File: config.mk
export PLATFORM = sky130hd
export DESIGN_NAME = micro_code_table1
export DESIGN_NICKNAME = d
export VERILOG_FILES = /design/src/rtl/micro_code_table1_pkg.sv /design/src/rtl/micro_code_table1.sv
export SDC_FILE = /design/constraint.sdc
export NUM_CORES = 1
export LEC_CHECK = 0
export ABC_AREA = 1
export ABC_CLOCK_PERIOD_IN_PS = 800
export BUFFER_PORTS_ARGS = -buffer_cell sky130_fd_sc_hd__clkbuf_2
export CORE_ASPECT_RATIO = 1.1
export CORE_UTILIZATION = 55
export CTS_BUF_LIST = sky130_fd_sc_hd__clkbuf_2 sky130_fd_sc_hd__clkbuf_4 sky130_fd_sc_hd__clkbuf_8
export CTS_CLUSTER_DIAMETER = 100
export CTS_CLUSTER_SIZE = 14
export DETAILED_ROUTE_END_ITERATION = 10
export PLACE_DENSITY = 0.86
export RECOVER_POWER = 100
export SETUP_SLACK_MARGIN = 0.1
export SLEW_MARGIN = 20
export SYNTH_ARGS = -nofsm -noshare
export SYNTH_HDL_FRONTEND = slang
export SYNTH_SLANG_ARGS = --single-unit
File: constraint.sdc
create_clock -name clk -period 0.8 [get_ports clk]
set_input_delay 0.08 -clock clk [delete_from_list [all_inputs] [get_ports clk]]
set_output_delay 0.08 -clock clk [all_outputs]
set_load 0.005 [all_outputs]
File: src/rtl/micro_code_table1_pkg.sv
// Shared encodings for the 6502 micro-code table: micro-op indices, bus and
// sequencing codes, addressing-mode enum and the micro-word builders.
package micro_code_table1_pkg;

   localparam logic [4:0] OP_FETCH_AL    = 5'd0;
   localparam logic [4:0] OP_FETCH_AH    = 5'd1;
   localparam logic [4:0] OP_ALU_REG     = 5'd2;
   localparam logic [4:0] OP_READ_T      = 5'd3;
   localparam logic [4:0] OP_RMW_MOD     = 5'd4;
   localparam logic [4:0] OP_RMW_WR      = 5'd5;
   localparam logic [4:0] OP_STORE       = 5'd6;
   localparam logic [4:0] OP_INDEX_AL    = 5'd7;
   localparam logic [4:0] OP_FETCH_AH_IX = 5'd8;
   localparam logic [4:0] OP_FIX_AH      = 5'd9;
   localparam logic [4:0] OP_PTR_LO      = 5'd10;
   localparam logic [4:0] OP_PTR_HI      = 5'd11;
   localparam logic [4:0] OP_PTR_HI_Y    = 5'd12;
   localparam logic [4:0] OP_ALU_IMM     = 5'd13;
   localparam logic [4:0] OP_PUSH_A      = 5'd14;
   localparam logic [4:0] OP_PUSH_P      = 5'd15;
   localparam logic [4:0] OP_SP_INC      = 5'd16;
   localparam logic [4:0] OP_BRANCH      = 5'd17;
   localparam logic [4:0] OP_TXS         = 5'd18;
   localparam logic [4:0] OP_LOAD_PC     = 5'd19;
   localparam logic [4:0] OP_PUSH_PC     = 5'd20;
   localparam logic [4:0] OP_PUSH_P_BRK  = 5'd21;
   localparam logic [4:0] OP_PULL_P      = 5'd22;

   localparam logic [1:0] BUS_PC    = 2'b00;
   localparam logic [1:0] BUS_AX    = 2'b01;
   localparam logic [1:0] BUS_STACK = 2'b10;
   localparam logic [1:0] BUS_VEC   = 2'b11;

   localparam logic [1:0] NX_STEP   = 2'b00;
   localparam logic [1:0] NX_END    = 2'b01;
   localparam logic [1:0] NX_BRANCH = 2'b10;
   localparam logic [1:0] NX_PAGE   = 2'b11;

   localparam logic [8:0] W_UNDEF = 9'h0A3;

   typedef enum logic [4:0] {
      MODE_UNDEF, MODE_IMM, MODE_IMPL, MODE_ZP, MODE_ZPX, MODE_ABS, MODE_ABSX,
      MODE_INDX, MODE_INDY, MODE_BRANCH, MODE_PHA, MODE_PHP, MODE_PLA,
      MODE_PLP, MODE_JMP, MODE_JSR, MODE_RTS, MODE_RTI, MODE_BRK, MODE_TXS
   } mode_t;

   typedef enum logic [1:0] {ACC_READ, ACC_WRITE, ACC_RMW} acc_t;

   function automatic logic [8:0] uword(input logic [1:0] nx, input logic [1:0] bus,
                                        input logic [4:0] op);
      return {nx, bus, op};
   endfunction

   // Number of address-forming cycles before the data access starts.
   function automatic logic [2:0] prefix_len(input mode_t mode);
      logic [2:0] len;
      case (mode)
         MODE_ZP:   len = 3'd1;
         MODE_ZPX:  len = 3'd2;
         MODE_ABS:  len = 3'd2;
         MODE_ABSX: len = 3'd3;
         MODE_INDX: len = 3'd4;
         MODE_INDY: len = 3'd4;
         default:   len = 3'd0;
      endcase
      return len;
   endfunction

   function automatic logic [8:0] access_word(input acc_t kind, input logic [2:0] step);
      logic [8:0] w;
      case (kind)
         ACC_READ:  w = (step == 3'd0) ? uword(NX_END, BUS_AX, OP_ALU_REG) : W_UNDEF;
         ACC_WRITE: w = (step == 3'd0) ? uword(NX_END, BUS_AX, OP_STORE) : W_UNDEF;
         ACC_RMW: begin
            case (step)
               3'd0:    w = uword(NX_STEP, BUS_AX, OP_READ_T);
               3'd1:    w = uword(NX_STEP, BUS_AX, OP_RMW_MOD);
               3'd2:    w = uword(NX_END,  BUS_AX, OP_RMW_WR);
               default: w = W_UNDEF;
            endcase
         end
         default:   w = W_UNDEF;
      endcase
      return w;
   endfunction

endpackage

File: src/rtl/micro_code_table1.sv
// 6502 micro-code ROM: decodes the addressing mode from the opcode grid and
// registers the micro-word for the current micro-cycle.
module micro_code_table1
   import micro_code_table1_pkg::*;
(
   input  logic       clk,
   input  logic       reset,
   input  logic       ce,
   input  logic [7:0] IR,
   input  logic [2:0] State,
   output logic [8:0] M
);

   logic [1:0] cc;
   logic [2:0] bbb;
   logic [2:0] aaa;
   mode_t      mode;
   acc_t       kind;
   logic [2:0] acc_step;
   logic [8:0] acc_m;
   logic [8:0] next_m;

   assign cc  = IR[1:0];
   assign bbb = IR[4:2];
   assign aaa = IR[7:5];

   // Addressing mode and access kind from the aaa/bbb/cc opcode grid.
   always_comb begin
      mode = MODE_UNDEF;
      kind = ACC_READ;
      case (cc)
         2'b01: begin
            kind = (aaa == 3'd4) ? ACC_WRITE : ACC_READ;
            case (bbb)
               3'd0:    mode = MODE_INDX;
               3'd1:    mode = MODE_ZP;
               3'd2:    mode = (aaa == 3'd4) ? MODE_UNDEF : MODE_IMM;
               3'd3:    mode = MODE_ABS;
               3'd4:    mode = MODE_INDY;
               3'd5:    mode = MODE_ZPX;
               3'd6:    mode = MODE_ABSX;
               3'd7:    mode = MODE_ABSX;
               default: mode = MODE_UNDEF;
            endcase
         end
         2'b10: begin
            kind = (aaa == 3'd4) ? ACC_WRITE : ((aaa == 3'd5) ? ACC_READ : ACC_RMW);
            case (bbb)
               3'd0:    mode = (aaa == 3'd5) ? MODE_IMM : MODE_UNDEF;
               3'd1:    mode = MODE_ZP;
               3'd2:    mode = MODE_IMPL;
               3'd3:    mode = MODE_ABS;
               3'd5:    mode = MODE_ZPX;
               3'd6:    mode = (IR == 8'h9A) ? MODE_TXS :
                               ((IR == 8'hBA) ? MODE_IMPL : MODE_UNDEF);
               3'd7:    mode = (aaa == 3'd4) ? MODE_UNDEF : MODE_ABSX;
               default: mode = MODE_UNDEF;
            endcase
         end
         2'b00: begin
            kind = (aaa == 3'd4) ? ACC_WRITE : ACC_READ;
            case (bbb)
               3'd0: begin
                  case (aaa)
                     3'd0:    mode = MODE_BRK;
                     3'd1:    mode = MODE_JSR;
                     3'd2:    mode = MODE_RTI;
                     3'd3:    mode = MODE_RTS;
                     3'd5:    mode = MODE_IMM;
                     3'd6:    mode = MODE_IMM;
                     3'd7:    mode = MODE_IMM;
                     default: mode = MODE_UNDEF;
                  endcase
               end
               3'd1:    mode = (aaa == 3'd1 || aaa >= 3'd4) ? MODE_ZP : MODE_UNDEF;
               3'd2: begin
                  case (aaa)
                     3'd0:    mode = MODE_PHP;
                     3'd1:    mode = MODE_PLP;
                     3'd2:    mode = MODE_PHA;
                     3'd3:    mode = MODE_PLA;
                     default: mode = MODE_IMPL;
                  endcase
               end
               3'd3: begin
                  case (aaa)
                     3'd0:    mode = MODE_UNDEF;
                     3'd2:    mode = MODE_JMP;
                     3'd3:    mode = MODE_UNDEF;
                     default: mode = MODE_ABS;
                  endcase
               end
               3'd4:    mode = MODE_BRANCH;
               3'd5:    mode = (aaa == 3'd4 || aaa == 3'd5) ? MODE_ZPX : MODE_UNDEF;
               3'd6:    mode = MODE_IMPL;
               3'd7:    mode = (aaa == 3'd5) ? MODE_ABSX : MODE_UNDEF;
               default: mode = MODE_UNDEF;
            endcase
         end
         default: begin
            mode = MODE_UNDEF;
            kind = ACC_READ;
         end
      endcase
   end

   // Micro-word table: address-forming prefix per mode, then the shared access tail.
   always_comb begin
      acc_step = State - prefix_len(mode);
      acc_m    = access_word(kind, acc_step);
      next_m   = W_UNDEF;
      case (mode)
         MODE_IMM:  next_m = (State == 3'd0) ? uword(NX_END, BUS_PC, OP_ALU_IMM) : W_UNDEF;
         MODE_IMPL: next_m = (State == 3'd0) ? uword(NX_END, BUS_PC, OP_ALU_REG) : W_UNDEF;
         MODE_TXS:  next_m = (State == 3'd0) ? uword(NX_END, BUS_PC, OP_TXS) : W_UNDEF;
         MODE_ZP:   next_m = (State == 3'd0) ? uword(NX_STEP, BUS_PC, OP_FETCH_AL) : acc_m;
         MODE_ZPX: begin
            case (State)
               3'd0:    next_m = uword(NX_STEP, BUS_PC, OP_FETCH_AL);
               3'd1:    next_m = uword(NX_STEP, BUS_AX, OP_INDEX_AL);
               default: next_m = acc_m;
            endcase
         end
         MODE_ABS: begin
            case (State)
               3'd0:    next_m = uword(NX_STEP, BUS_PC, OP_FETCH_AL);
               3'd1:    next_m = uword(NX_STEP, BUS_PC, OP_FETCH_AH);
               default: next_m = acc_m;
            endcase
         end
         MODE_ABSX: begin
            case (State)
               3'd0:    next_m = uword(NX_STEP, BUS_PC, OP_FETCH_AL);
               3'd1:    next_m = uword(NX_PAGE, BUS_PC, OP_FETCH_AH_IX);
               3'd2:    next_m = uword(NX_STEP, BUS_AX, OP_FIX_AH);
               default: next_m = acc_m;
            endcase
         end
         MODE_INDX: begin
            case (State)
               3'd0:    next_m = uword(NX_STEP, BUS_PC, OP_FETCH_AL);
               3'd1:    next_m = uword(NX_STEP, BUS_AX, OP_INDEX_AL);
               3'd2:    next_m = uword(NX_STEP, BUS_AX, OP_PTR_LO);
               3'd3:    next_m = uword(NX_STEP, BUS_AX, OP_PTR_HI);
               default: next_m = acc_m;
            endcase
         end
         MODE_INDY: begin
            case (State)
               3'd0:    next_m = uword(NX_STEP, BUS_PC, OP_FETCH_AL);
               3'd1:    next_m = uword(NX_STEP, BUS_AX, OP_PTR_LO);
               3'd2:    next_m = uword(NX_PAGE, BUS_AX, OP_PTR_HI_Y);
               3'd3:    next_m = uword(NX_STEP, BUS_AX, OP_FIX_AH);
               default: next_m = acc_m;
            endcase
         end
         MODE_BRANCH: begin
            case (State)
               3'd0:    next_m = uword(NX_BRANCH, BUS_PC, OP_FETCH_AL);
               3'd1:    next_m = uword(NX_PAGE, BUS_PC, OP_BRANCH);
               3'd2:    next_m = uword(NX_END, BUS_PC, OP_FIX_AH);
               default: next_m = W_UNDEF;
            endcase
         end
         MODE_PHA, MODE_PHP: begin
            case (State)
               3'd0:    next_m = uword(NX_STEP, BUS_PC, OP_READ_T);
               3'd1:    next_m = uword(NX_END, BUS_STACK,
                                       (mode == MODE_PHA) ? OP_PUSH_A : OP_PUSH_P);
               default: next_m = W_UNDEF;
            endcase
         end
         MODE_PLA, MODE_PLP: begin
            case (State)
               3'd0:    next_m = uword(NX_STEP, BUS_PC, OP_READ_T);
               3'd1:    next_m = uword(NX_STEP, BUS_STACK, OP_SP_INC);
               3'd2:    next_m = uword(NX_END, BUS_STACK,
                                       (mode == MODE_PLA) ? OP_ALU_REG : OP_PULL_P);
               default: next_m = W_UNDEF;
            endcase
         end
         MODE_JMP: begin
            case (State)
               3'd0:    next_m = uword(NX_STEP, BUS_PC, OP_FETCH_AL);
               3'd1:    next_m = uword(NX_END, BUS_PC, OP_LOAD_PC);
               default: next_m = W_UNDEF;
            endcase
         end
         MODE_JSR: begin
            case (State)
               3'd0:    next_m = uword(NX_STEP, BUS_PC, OP_FETCH_AL);
               3'd1:    next_m = uword(NX_STEP, BUS_STACK, OP_READ_T);
               3'd2:    next_m = uword(NX_STEP, BUS_STACK, OP_PUSH_PC);
               3'd3:    next_m = uword(NX_STEP, BUS_STACK, OP_PUSH_PC);
               3'd4:    next_m = uword(NX_END, BUS_PC, OP_LOAD_PC);
               default: next_m = W_UNDEF;
            endcase
         end
         MODE_RTS: begin
            case (State)
               3'd0:    next_m = uword(NX_STEP, BUS_PC, OP_READ_T);
               3'd1:    next_m = uword(NX_STEP, BUS_STACK, OP_SP_INC);
               3'd2:    next_m = uword(NX_STEP, BUS_STACK, OP_SP_INC);
               3'd3:    next_m = uword(NX_STEP, BUS_STACK, OP_LOAD_PC);
               3'd4:    next_m = uword(NX_END, BUS_PC, OP_READ_T);
               default: next_m = W_UNDEF;
            endcase
         end
         MODE_RTI: begin
            case (State)
               3'd0:    next_m = uword(NX_STEP, BUS_PC, OP_READ_T);
               3'd1:    next_m = uword(NX_STEP, BUS_STACK, OP_SP_INC);
               3'd2:    next_m = uword(NX_STEP, BUS_STACK, OP_PULL_P);
               3'd3:    next_m = uword(NX_STEP, BUS_STACK, OP_SP_INC);
               3'd4:    next_m = uword(NX_END, BUS_STACK, OP_LOAD_PC);
               default: next_m = W_UNDEF;
            endcase
         end
         MODE_BRK: begin
            case (State)
               3'd0:    next_m = uword(NX_STEP, BUS_PC, OP_FETCH_AL);
               3'd1:    next_m = uword(NX_STEP, BUS_STACK, OP_PUSH_PC);
               3'd2:    next_m = uword(NX_STEP, BUS_STACK, OP_PUSH_PC);
               3'd3:    next_m = uword(NX_STEP, BUS_STACK, OP_PUSH_P_BRK);
               3'd4:    next_m = uword(NX_STEP, BUS_VEC, OP_READ_T);
               3'd5:    next_m = uword(NX_END, BUS_VEC, OP_LOAD_PC);
               default: next_m = W_UNDEF;
            endcase
         end
         default: next_m = W_UNDEF;
      endcase
   end

   // Output micro-word register with clock enable.
   always_ff @(posedge clk or posedge reset) begin
      if (reset) begin
         M <= 9'h000;
      end else if (ce) begin
         M <= next_m;
      end
   end

endmodule

==> results of run 1 <==
-- what timing repair did --
action / in CTS
setup buffers: 16
endpoints found under the hold margin: 9
resized for setup: 72
endpoints found under the setup margin: 18
pin swaps: 25
hold buffers: 1
-- through the flow --
step	worst slack, ns	hold slack, ns	setup TNS [ns]	utilization	cell area, um^2
3_3_place_gp	-1.82	0.0237	-13.29	0.837	2640
4_1_cts	-1.63	0.203	-12.09	0.970	3060
2_1_floorplan	-1.62	-0.0921	-10.07	-	1930
3_5_place_dp	-2.04	0.0508	-14.56	0.837	2640
-- per-layer routing --
layer,GRT usage,GRT overflow
met1,0.811,2
met5,0,0
met2,1.07,85
met3,0.409,0
met4,0.952,32
-- cell families after synthesis --
kind of cell / after synthesis
flops: 9
buf+inv: 69
fa+ha+maj: 2
compound gates: 45
simple gates: 251
xor+xnor: 1
==> impl_metrics.tcl, run 1 <==
set metrics [dict create \
    clock_sinks 9 \
    lastStage "global routing (5_1_grt)" \
    synth_compound_area_frac 0.135 \
    run_status "did not finish" \
    yosysWarnings 0 \
    error "[ERROR GRT-0116] Global routing finished with congestion. Check the congestion regions in the DRC Viewer." \
    synth_mux_area_frac 0 \
    syn_avg_cell_area_um2 5.00 \
    port_buffers 22 \
    start_util 0.598 \
    ys_ff_latch 9 \
    dp.cells 510 \
    syn_inst 377 \
    grt_first_pass_wirelength_mm 22.4 \
    cts_buffers 3 \
    yosys.area_share.simple 0.570 \
    yosysTopAreaCell "nand2_1" \
    synthTopCellsByArea "nand2_1, nor2_1, dfrtp_1, inv_1, nand3_1" \
    die_x_um 57.8 \
    syn_area_um2 1880 \
    synth-xor-area-share 0.00465 \
    die-height_um 63.4 \
    cts_root_buffer "clkbuf_4" \
    synth_edf_count 0 \
    ys_top_cells_by_count "nand2_1, nor2_1, inv_1, nand3_1, o21ai_0" \
    grt_pass1_vias 4381 \
    yosysSeqAreaShare 0.120 \
    place.gp.congestion 1.13 \
    synth_nets 393 \
    synth.most_common_cell "nand2_1" \
    track_usage 0.802 \
    io_pins 23 \
    rows 21 \
    yosysUniqueCellTypes 36 \
    grt_start_max_net_pins 10 \
    htreeDepth 1 \
    grt_overflow 119 \
    synth_top_family_by_area "simple AND/OR/NAND/NOR gates" \
    synthArstFlopShare 1.00 \
    synth_flop_cell "dfrtp_1" \
    synthAdderAreaFrac 0.0173 \
    synth_top_area_share 0.249 \
    clock_tree.buffer_depth 2 \
    hpwlAfterDp_mm 6.43 \
]
==> run 2: changes to the inputs <==
ABC_CLOCK_PERIOD_IN_PS = 1000   (was 800)
CORE_ASPECT_RATIO = unset   (was 1.1)
CORE_UTILIZATION = 40   (was 55)
CTS_BUF_LIST = unset   (was sky130_fd_sc_hd__clkbuf_2 sky130_fd_sc_hd__clkbuf_4 sky130_fd_sc_hd__clkbuf_8)
CTS_CLUSTER_DIAMETER = unset   (was 100)
CTS_CLUSTER_SIZE = unset   (was 14)
PLACE_DENSITY = unset   (was 0.86)
PLACE_DENSITY_LB_ADDON = 0.15   (was unset)
SETUP_SLACK_MARGIN = unset   (was 0.1)
clock period = 1 ns   (was 0.8 ns; I/O delays follow)
==> run 2 against run 1 <==
Against the previous run: the flow now finishes, with violations (setup timing); synthesized area stayed put; synthesized cell count did not move.
==> impl_metrics.tcl, run 2 <==
set metrics [dict create \
    run_status "finished, violations left" \
    violations "setup timing" \
    synth_nets 393 \
    track_usage 0.325 \
    die_x_um 70.6 \
    post-route-util 0.744 \
    placed_area_um2 2670 \
    hold_viol 0 \
    yosysTopAreaCell "nand2_1" \
    antenna_found_initial 0 \
    wl_per_cell_um 15.3 \
    slew-limit-headroom 0.773 \
    yosysUniqueCellTypes 36 \
    synthTopCellsByArea "nand2_1, nor2_1, dfrtp_1, inv_1, nand3_1" \
    die-height_um 70.6 \
    place.gp.congestion 1.01 \
    syn_inst 377 \
    startpoint "IR[7]" \
    setup_viol 9 \
    tns_ns -10.78 \
    dieArea_um2 4990 \
    drt_iter0_markers 427 \
    nNetsFinal 517 \
    cp.buffers_inverters 5 \
    clock_tree.buffer_depth 2 \
    grt_start_max_net_pins 11 \
    layout.cell_area.non_filler_um2 3310 \
    antenna_left 0 \
    path_class "input port to flip-flop" \
    cp_top_family "simple AND/OR/NAND/NOR gates" \
    arrival_ns 2.63 \
    final_common_cell "buf_4" \
    clk_pin_slew_ns 0.04 \
    hp-class "input port to flip-flop" \
    start_util 0.424 \
    cts_root_buffer "clkbuf_8" \
    wirelength_mm 8.42 \
    hpwlAfterDp_mm 6.09 \
    synth_top_area_share 0.249 \
    crit_top_cell "nand2_1" \
    endpoint_kind "flip-flop" \
    fin_crit_sh 2.50 \
    hold_path_startpoint "ce" \
    diodes 0 \
    r2r_start "M[1]" \
    drv_cap 0 \
    ys_top_cells_by_count "nand2_1, nor2_1, inv_1, nand3_1, o21ai_0" \
    clock_sinks 9 \
    final_cell_mix "buf_4, nand2_1, nor2_1" \
    htreeDepth 1 \
    finalMaxSlewViolations 0 \
    cts_tree "yes" \
    rsz0062_at_grt "true" \
    setup_ws_ns -1.50 \
    coreArea_um2 4440 \
    synth_edf_count 0 \
    vias 3049 \
    period_needed_ns 2.50 \
    slowest_delay_ns 0.38 \
    largestRegisters "M (9)" \
    syn2layout_area_growth_pct 75.6 \
    port_buffers 22 \
    ys_ff_latch 9 \
    dr.pass1.iters 7 \
    insertion_delay_ns 0.24 \
    grt_first_pass_wirelength_mm 12.7 \
    drc 0 \
    finClkSkew_ns 0 \
    cts_buffers 3 \
    power.leakage_nw 1.82 \
    synth.most_common_cell "nand2_1" \
    pwr_density_cell_nw_per_um2 718 \
    slowest_stage "fa_2" \
    yosysSeqAreaShare 0.120 \
    cp-start-kind "input port" \
    largest_reg_flops 9 \
    synthArstFlopShare 1.00 \
    num-fill-cells 353 \
    syn_avg_cell_area_um2 5.00 \
    fmax_mhz 400 \
    ir_worst_vdd_uv 871 \
    viasPerCell 5.52 \
    yosysWarnings 0 \
    synth_flop_cell "dfrtp_1" \
    tightest_slew_ns 0.341 \
    grt_overflow 0 \
    cp.required_ns 1.13 \
    io_pins 23 \
    syn_area_um2 1880 \
    grt_pass1_vias 2664 \
    rows 24 \
    layout-drive-gt1-share 0.430 \
    path_max_fanout 5 \
    largest-register "M" \
]
==> run 2: cell counts after synthesis <==
No cell type changed its count.
==> run 2: kinds of logic after synthesis <==
family                   Yosys count  share of synthesized area
AND/OR/NAND/NOR                  251                      0.570
adder cells (fa/ha/maj)            2                     0.0173
AO/OA/AOI/OAI                     45                      0.135
buffers and inverters             69                      0.153
XOR/XNOR                           1                    0.00465
flip-flops                         9                      0.120
==> run 2: worst paths after layout <==
kind | to | slack [ns] | depth (start not counted)
max in group asynchronous | M[7] | 0.39 | 3
max reg2reg | M[1] | 0.16 | 3
min in group asynchronous | M[6] | 0.36 | 3
min | M[4] | 0.29 | 3
min reg2reg | M[4] | 0.48 | 2
max | M[2] | -1.50 | 25
==> run 2: per-layer routing <==
metal	global-route usage	up-vias	wire length, um	share of wire
met5	0	-	0	0
met4	0.113	0	242	0.029
met3	0.0228	31	910	0.11
met2	0.517	221	3800	0.45
met1	0.466	1368	3470	0.41
li1	-	1429	-	-
==> run 2: stage by stage <==
step	worst slack [ns]	power, mW	hold slack, ns	std cells
after detailed placement	-1.76	1.62	0.0558	529
after global placement	-1.67	1.61	0.0465	529
final	-1.50	2.37	0.291	552
after floorplan	-1.44	1.09	-0.0721	377
after CTS	-1.40	2.20	0.252	547
after global routing	-1.61	2.51	0.291	552
==> run 2: report_power, final <==
part / switching [mW] / internal [mW] / total, mW
Sequential: 0.0273 / 0.417 / 0.444
Combinational: 0.846 / 0.664 / 1.51
Clock: 0.143 / 0.278 / 0.421
==> run 2: worst register-to-register path, cell delays in order (launching register included) <==
cell and delay [ns]:
dfrtp_1 0.37, or2_2 0.27, nand2_1 0.06, inv_1 0.04
==> run 2: timing repair <==
action,CTS,global route
hold buffers,1,0
buffers inserted,13,5
endpoints found under the hold margin,9,0
gates resized for setup,67,56
setup endpoints to repair,9,9
pin swaps,19,32
==> run 2: area by class of cell <==
cell class / instances / area [um^2] / share of cell area
Clock buffer: 4 / 45.0 / 0.0136
Timing Repair Buffer: 124 / 985 / 0.298
Tap cell: 52 / 65.1 / 0.0197
Inverter: 64 / 260 / 0.0787
Sequential cell: 9 / 225 / 0.0681
Multi-Input combinational cell: 299 / 1730 / 0.522
Power figures use the tool's default switching activity.
==> run 3: changes to the inputs <==
GPL_TIMING_DRIVEN = 0   (was unset)
==> run 3 against run 2 <==
Against the previous run: combinational power shrank 16%; largest power group unchanged; highest routed layer unchanged; cell count is 12% lower; design area decreased by 20%; die area did not move; register-to-register slack hardly changed; critical path depth up 2; the run still ends with setup timing left; clock power fell by 5.0%.
==> impl_metrics.tcl, run 3 (same netlist as run 2, synthesis figures left out) <==
set metrics [dict create \
    run_status "finished, violations left" \
    violations "setup timing" \
    clk_pin_slew_ns 0.04 \
    rsz0062_at_grt "true" \
    layout-drive-gt1-share 0.312 \
    tightest_slew_ns 0.520 \
    setup_ws_ns -1.61 \
    drt_iter0_markers 404 \
    hold_viol 0 \
    cp.required_ns 1.11 \
    start_util 0.424 \
    largest-register "M" \
    endpoint_kind "flip-flop" \
    final_common_cell "nand2_1" \
    hp-class "input port to flip-flop" \
    diodes 0 \
    dp.cells 449 \
    p_switching_mw 0.919 \
    syn2layout_area_growth_pct 39.6 \
    path_class "input port to flip-flop" \
    pwr_density_cell_nw_per_um2 803 \
    grt_pass1_vias 2481 \
    ir_worst_vdd_uv 900 \
    post-route-util 0.592 \
    dr.pass1.iters 5 \
    clock_tree.buffer_depth 2 \
    io_pins 23 \
    num-fill-cells 428 \
    instances_no_fill 485 \
    worstSetupEndpoint "M[0]" \
    grt_first_pass_wirelength_mm 11.6 \
    track_usage 0.293 \
    timing.rr.end "M[1]" \
    finalHoldWorstSlack_ns 0.250 \
    power.leakage_nw 1.42 \
    cellInternalPower_mw 1.19 \
    grt_start_max_net_pins 11 \
    antenna_found_initial 0 \
    cts_buffers 3 \
    clock_sinks 9 \
    startpoint "IR[3]" \
    finClkSkew_ns 0 \
    vias 2663 \
    hpwlAfterDp_mm 4.98 \
    post-place-ws_ns -1.99 \
    multi_input_area_um2 1610 \
    finalMaxSlewViolations 0 \
    period_needed_ns 2.61 \
    insertion_delay_ns 0.23 \
    p_clk_frac 0.189 \
    die_x_um 70.6 \
    p_sw_frac 0.435 \
    slew-limit-headroom 0.654 \
    final_cell_mix "nand2_1, nor2_1, inv_1" \
    cp-start-kind "input port" \
    largestRegisters "M (9)" \
    port_buffers 20 \
    fmax_mhz 383 \
    wirelength_mm 7.14 \
    largest_reg_flops 9 \
    layout.cell_area.non_filler_um2 2630 \
    die-height_um 70.6 \
    r2r_slack_ns 0.15 \
    place.gp.congestion 0.973 \
    rows 24 \
    nNetsFinal 450 \
    drv_cap 0 \
    htreeDepth 1 \
    finalPower_mw 2.11 \
    pwr-share-comb 0.602 \
    viasPerCell 5.49 \
    cts_tree "yes" \
    reg2reg_depth 3 \
    fin_crit_sh 2.61 \
    drc 0 \
    path_max_fanout 5 \
    r2r_start "M[1]" \
    arrival_ns 2.72 \
    seq_power_share 0.209 \
    placed_area_um2 2100 \
    antenna_left 0 \
    coreArea_um2 4440 \
    cts_root_buffer "clkbuf_8" \
    wl_per_cell_um 14.7 \
    tns_ns -11.18 \
    setup_viol 9 \
    regArea_um2 225 \
    grt_overflow 0 \
    dieArea_um2 4990 \
]
## run 3: changes by cell type in the layout (fill, tap and decap cells not counted), sizes merged
cell,before,now
clkbuf,25,26
buf,102,34
## run 3: per-layer routing
metal | track usage | part of all wire | vias to the layer above
li1 | - | - | 1296
met1 | 0.414 | 0.44 | 1204
met2 | 0.474 | 0.46 | 146
met3 | 0.0214 | 0.088 | 17
met4 | 0.104 | 0.017 | 0
met5 | 0 | 0 | -
## run 3: worst min-delay path by stage
| stage | start | endpoint | slack (ns) | cells past startpoint |
|---|---|---|---|---|
| 2_1_floorplan | reset | M[0] | -0.07 | 1 |
| 5_1_grt | ce | M[2] | 0.28 | 4 |
| 4_1_cts | ce | M[3] | 0.24 | 4 |
| 3_3_place_gp | reset | M[4] | 0.04 | 2 |
| 6_report | ce | M[3] | 0.25 | 4 |
| 3_5_place_dp | reset | M[6] | 0.05 | 2 |
## run 3: what timing repair did
| action | in CTS | in global routing |
|---|---|---|
| gates cloned | 1 | 0 |
| buffers inserted | 28 | 2 |
| hold buffers | 1 | 0 |
| setup endpoints to repair | 9 | 9 |
| endpoints found under the hold margin | 9 | 0 |
| pin swaps | 23 | 9 |
| resized for setup | 52 | 28 |
## run 3: final cells by class
type	count	share of cell area
Sequential cell	9	0.0856
Timing Repair Buffer	52	0.145
Buffer	5	0.0223
Inverter	64	0.0951
Clock buffer	4	0.0171
Multi-Input combinational cell	299	0.610
Tap cell	52	0.0247
## run 3: worst max-delay path, stage by stage
cell and delay, ns:
buf_8 0.11, buf_6 0.13, nand3_2 0.11, inv_1 0.05, nand2_1 0.08, nand2_1 0.08
nand2_1 0.09, nand2_2 0.08, inv_2 0.08, nand2_4 0.07, nor2_2 0.09, nand2_1 0.09
inv_2 0.10, nand2_2 0.07, buf_4 0.13, buf_4 0.12, buf_4 0.12, buf_4 0.12
buf_4 0.12, buf_4 0.12, buf_4 0.12, nand2_2 0.06, nor2_2 0.05, nand2_1 0.10
nor2_4 0.07, nor2_1 0.18, a21oi_2 0.08
## run 3: power groups by stage
stage / sequential [mW] / combinational [mW] / clock (mW)
2_1_floorplan: 0.451 / 0.642 / 0
3_3_place_gp: 0.446 / 0.916 / 0
3_5_place_dp: 0.447 / 0.910 / 0
4_1_cts: 0.443 / 1.15 / 0.418
5_1_grt: 0.449 / 1.39 / 0.432
6_report: 0.442 / 1.27 / 0.400
